## src/rtl/snes_pad_responder.sv

```systemverilog
// Controller-side SNES serial joypad responder: one standard pad or a 4-pad multitap.
// Console pins are double-registered into MCLK; edges are taken between the two stages.
module snes_pad_responder #(
    parameter int   NBITS     = 16,
    parameter logic MT_ID_LOW = 1'b1
) (
    input  logic        MCLK,
    input  logic        RESET_N,
    input  logic        MULTITAP,
    input  logic        JOY_STRB,
    input  logic        JOY_CLK,
    input  logic        JOY_P6,
    input  logic [11:0] BTN0,
    input  logic [11:0] BTN1,
    input  logic [11:0] BTN2,
    input  logic [11:0] BTN3,
    output logic [1:0]  JOY_DI,
    output logic        LATCH_PULSE
);

    localparam logic [4:0] CNT_MAX = 5'(NBITS);

    logic        strb_s1_r;
    logic        strb_s2_r;
    logic        clk_s1_r;
    logic        clk_s2_r;
    logic        p6_s1_r;
    logic        p6_s2_r;
    logic        mt_mode_r;
    logic [15:0] sr_r  [4];
    logic [4:0]  cnt_r [4];
    logic [11:0] btn_s [4];
    logic        clk_rise_s;
    logic        strb_fall_s;
    logic        id_force_s;
    logic [3:0]  shift_en_s;
    logic [3:0]  pad_bit_s;
    logic [1:0]  di_next_s;

    assign btn_s[0]    = BTN0;
    assign btn_s[1]    = BTN1;
    assign btn_s[2]    = BTN2;
    assign btn_s[3]    = BTN3;
    assign clk_rise_s  = clk_s1_r & ~clk_s2_r;
    assign strb_fall_s = ~strb_s1_r & strb_s2_r;
    assign id_force_s  = mt_mode_r & MT_ID_LOW & strb_s2_r;

    // Two-stage capture of the console-driven pins; reset values match their idle levels.
    always_ff @(posedge MCLK or negedge RESET_N) begin
        if (!RESET_N) begin
            strb_s1_r <= 1'b0;
            strb_s2_r <= 1'b0;
            clk_s1_r  <= 1'b1;
            clk_s2_r  <= 1'b1;
            p6_s1_r   <= 1'b1;
            p6_s2_r   <= 1'b1;
        end else begin
            strb_s1_r <= JOY_STRB;
            strb_s2_r <= strb_s1_r;
            clk_s1_r  <= JOY_CLK;
            clk_s2_r  <= clk_s1_r;
            p6_s1_r   <= JOY_P6;
            p6_s2_r   <= p6_s1_r;
        end
    end

    // Pads addressed by a shift, and each pad's wire level (fill once the count saturates).
    always_comb begin
        shift_en_s = 4'b0000;
        pad_bit_s  = 4'b0000;
        if (!mt_mode_r) begin
            shift_en_s = 4'b0001;
        end else if (p6_s2_r) begin
            shift_en_s = 4'b0011;
        end else begin
            shift_en_s = 4'b1100;
        end
        for (int i = 0; i < 4; i++) begin
            if (cnt_r[i] < CNT_MAX) begin
                pad_bit_s[i] = ~sr_r[i][0];
            end else begin
                pad_bit_s[i] = 1'b0;
            end
        end
    end

    // Lane mux onto the two data lines; a strobed multitap can pull DI[1] low as its signature.
    always_comb begin
        di_next_s = 2'b11;
        case ({mt_mode_r, p6_s2_r})
            2'b11:   di_next_s = {pad_bit_s[1] & ~id_force_s, pad_bit_s[0]};
            2'b10:   di_next_s = {pad_bit_s[3] & ~id_force_s, pad_bit_s[2]};
            default: di_next_s = {1'b1, pad_bit_s[0]};
        endcase
    end

    // Per-pad frames: reload every cycle while strobed, otherwise shift the addressed pads.
    always_ff @(posedge MCLK or negedge RESET_N) begin
        if (!RESET_N) begin
            for (int i = 0; i < 4; i++) begin
                sr_r[i]  <= 16'hFFFF;
                cnt_r[i] <= CNT_MAX;
            end
            mt_mode_r <= 1'b0;
        end else if (strb_s2_r) begin
            for (int i = 0; i < 4; i++) begin
                sr_r[i]  <= {4'b0000, btn_s[i]};
                cnt_r[i] <= 5'd0;
            end
            mt_mode_r <= MULTITAP;
        end else begin
            for (int i = 0; i < 4; i++) begin
                if (clk_rise_s && shift_en_s[i]) begin
                    sr_r[i] <= {1'b1, sr_r[i][15:1]};
                    if (cnt_r[i] < CNT_MAX) begin
                        cnt_r[i] <= cnt_r[i] + 5'd1;
                    end
                end
            end
            mt_mode_r <= mt_mode_r;
        end
    end

    // Registered outputs.
    always_ff @(posedge MCLK or negedge RESET_N) begin
        if (!RESET_N) begin
            JOY_DI      <= 2'b11;
            LATCH_PULSE <= 1'b0;
        end else begin
            JOY_DI      <= di_next_s;
            LATCH_PULSE <= strb_fall_s;
        end
    end

endmodule

```

## config.mk

```make
export PLATFORM = sky130hd
export DESIGN_NAME = snes_pad_responder
export DESIGN_NICKNAME = d
export VERILOG_FILES = /design/src/rtl/snes_pad_responder.sv
export SDC_FILE = /design/constraint.sdc
export NUM_CORES = 1
export LEC_CHECK = 0
export ABC_AREA = 0
export CAP_MARGIN = 20
export CELL_PAD_IN_SITES_DETAIL_PLACEMENT = 0
export CELL_PAD_IN_SITES_GLOBAL_PLACEMENT = 1
export CORE_MARGIN = 2
export CORE_UTILIZATION = 46
export DETAILED_ROUTE_END_ITERATION = 16
export PLACE_DENSITY = 0.88
export SYNTH_ARGS = -nofsm -noshare
export SYNTH_HDL_FRONTEND = slang
export SYNTH_SLANG_ARGS = --single-unit
```

## constraint.sdc

```tcl
create_clock -name MCLK -period 3.45 [get_ports MCLK]
set_input_delay 0.69 -clock MCLK [delete_from_list [all_inputs] [get_ports MCLK]]
set_output_delay 0.69 -clock MCLK [all_outputs]
set_load 0.005 [all_outputs]
```

==> metrics <==
ant diodes 0; DRC Markers 0; simple-gate share of the synthesized area 17.81%; delay-heaviest family, CP flip-flops; worst hold path class flop to flop; Peak VDD IR 183.7 uV; DP Area 4818 um^2; Slew @ Worst Pin 0.8371 ns; PD cells 438.9 nW/um^2; Initial DRC Count 154; Antenna Violating Nets Remaining 0; first-pass GRT wire length 14270 um; clk_lat worst skew 0.36 ns; area share of the largest cell type after synthesis 43.71%; status complete, no violations; clk sinks 90; R2R cell count 3; TritonRoute pass-1 iters 4; crit path from JOY_DI[1]; largest family of logic cells by synthesized area simple AND/OR/NAND/NOR gates; reg2reg setup slack 1.44 ns; Rel. slew slack 44.19%; Synth area leader dfstp_2; post-CTS resize count 0; Max clock buf depth 2; Die ar. 9928 um^2; routed wire length 8115 um; chip height 99.64 um; setup violators final 0; Via density 5.407; Final #Nets 510; worst r2r src clk_s1_r; WP buf/inv 1; slowest stage delay, CP 0.54 ns; H-tree Lvls 3; clock skew 0.01216 ns; Hold Path Depth 0; RSZ-0062 raised after global routing no; # hold bufs at CTS 0; fin area 5020 um^2; Root Buffer clkbuf_8; critical path, cell by cell clkdlybuf4s50_1; Syn. warnings 0; Max Fclk 485.0 MHz; routability cong. 0.7560; routed via count 3055; required time worst endpoint 2.76 ns; Pins Over Slew Limit 0; syn avg cell area 10.31 um^2; Num CTS Buffers 9; Period minus WS final 2.062 ns; Core ar. 8806 um^2; most common cell after layout, fill and taps aside dfstp_2; gr ovfl total 0; fin crit share 59.77%; Compound-Gate Fraction of Synth Area 11.72%; die width 99.64 um; CTS tree done; Clock transition at path regs 0.09 ns; largest cells by area after synthesis dfstp_2, dfrtp_1, mux2i_1, o21ai_1, nand2_1; CP startpoint kind flop; P_leak 2.160 nW; Synth Cell Area 4208 um^2; pin count of the biggest net entering global routing 78; layout cell share with drive strength beyond 1 21.66%; port buffer count 56; Hold EP p6_s2_r; synth unique cells 36; max cap viols 0; Syn Nets 466; Synth Area in XOR/XNOR 0%; Filler cells 774; initial antenna violation count 0; critical path class flop to output port; Worst Setup End Kind output port; # IOs 57; Setup TNS Final 0 ns; min-delay src p6_s1_r; proportion of synthesized area in mux cells 9.902%; Critical R2R Capture cnt_r[18]; synthesis-stage register bit count 90; sequential share of the synthesized area 55.61%; # Post-CTS Setup Buffers 0; Total GRT Usage 17.83%; # rows 34; Initial Util 47.78%; most frequent cells in the layout dfstp_2, nand2_1, o21ai_1, clkdlybuf4s50_1, mux2i_1; Area growth, synth to finish 19.30%; worst-path fanout max 1; DP HPWL 5296 um; worst path arrival time 1.37 ns; mean routed wirelength per cell 14.36 um; Syn Inst Count 408; adder-cell share of the synthesized area 1.189%; vias in the first global route 3042; Hold Vio Cnt, Final 0; Crit-path slowest cell dfstp_2
-- cell families (layout without fill, tap and decap cells) --
group | Yosys count | after routing
fa+ha+maj | 4 | 4
buf+inv | 32 | 81
mux | 41 | 41
compound gates | 92 | 92
flops | 90 | 90
simple gates | 149 | 149
-- routing by layer --
metal  part of all wire, %  vias to the layer above  wire, um  track usage (%)
met2                    47                       66      3835            29.00
met3                   4.3                        6       353            4.568
met5                     0                        -         0                0
met1                    48                     1467      3880            24.37
met4                  0.55                        0        45            3.688
li1                      -                     1516         -                -
-- cells in the mapped netlist (all sizes together) --
library cell   n
nand3b         3
a221o          1
nor3b          2
a31oi          1
nor4           1
o21ai         58
nor4b          2
ha             4
nand2         60
nand4b         2
nand2b         3
mux2i         36
o31ai          6
mux2           5
nor2b         19
or4            4
nand4bb        1
dfstp         70
dfrtp         20
nor4bb         1
nand3         29
or3            5
nor3           1
a21oi         23
a41oi          3
and4b          1
buf           21
and3           1
nor2          14
clkbuf        11
-- final cells by class --
class                           instances  area, um^2  share of cell area (%)
Sequential cell                        90        2344                   46.69
Clock buffer                           10       127.6                   2.542
Timing Repair Buffer                   65       625.6                   12.46
Clock inverter                          6       73.82                   1.471
Multi-Input combinational cell        286        1714                   34.15
Tap cell                              108       135.1                   2.692
-- state kept, by name, summed over array words and instances (netlist names) --
signal and cells:
p6_s1_r 1, cnt_r 20, clk_s1_r 1, clk_s2_r 1, JOY_DI 2, sr_r 60, LATCH_PULSE 1, strb_s2_r 1
mt_mode_r 1, p6_s2_r 1, strb_s1_r 1
-- where the power goes --
| part | leakage (nW) | internal (mW) | switching [mW] |
|---|---|---|---|
| logic | 1.06 | 0.131 | 0.120 |
| registers | 1.00 | 1.17 | 0.0489 |
| clock network | 0.102 | 0.346 | 0.386 |
-- per-stage QoR --
step	std cells	hold WS, ns	power, mW	worst slack (ns)	util, %
after floorplan	408	0.3452	1.365	1.937	-
after global routing	565	0.3655	2.315	1.273	57.00
after detailed placement	549	0.3544	1.494	1.435	54.72
after CTS	565	0.3647	2.234	1.363	57.00
after global placement	549	0.3560	1.485	1.494	54.72
final	565	0.3627	2.203	1.388	57.00
-- worst max path at each step --
stage / endpoint / slack [ns] / cells after the start
floorplan: cnt_r[18] / 1.94 / 4
global placement: cnt_r[8] / 1.49 / 3
detailed placement: cnt_r[3] / 1.43 / 3
CTS: JOY_DI[1] / 1.36 / 1
global route: cnt_r[3] / 1.27 / 3
finish: JOY_DI[1] / 1.39 / 1
(Power assumes the default switching activity.)
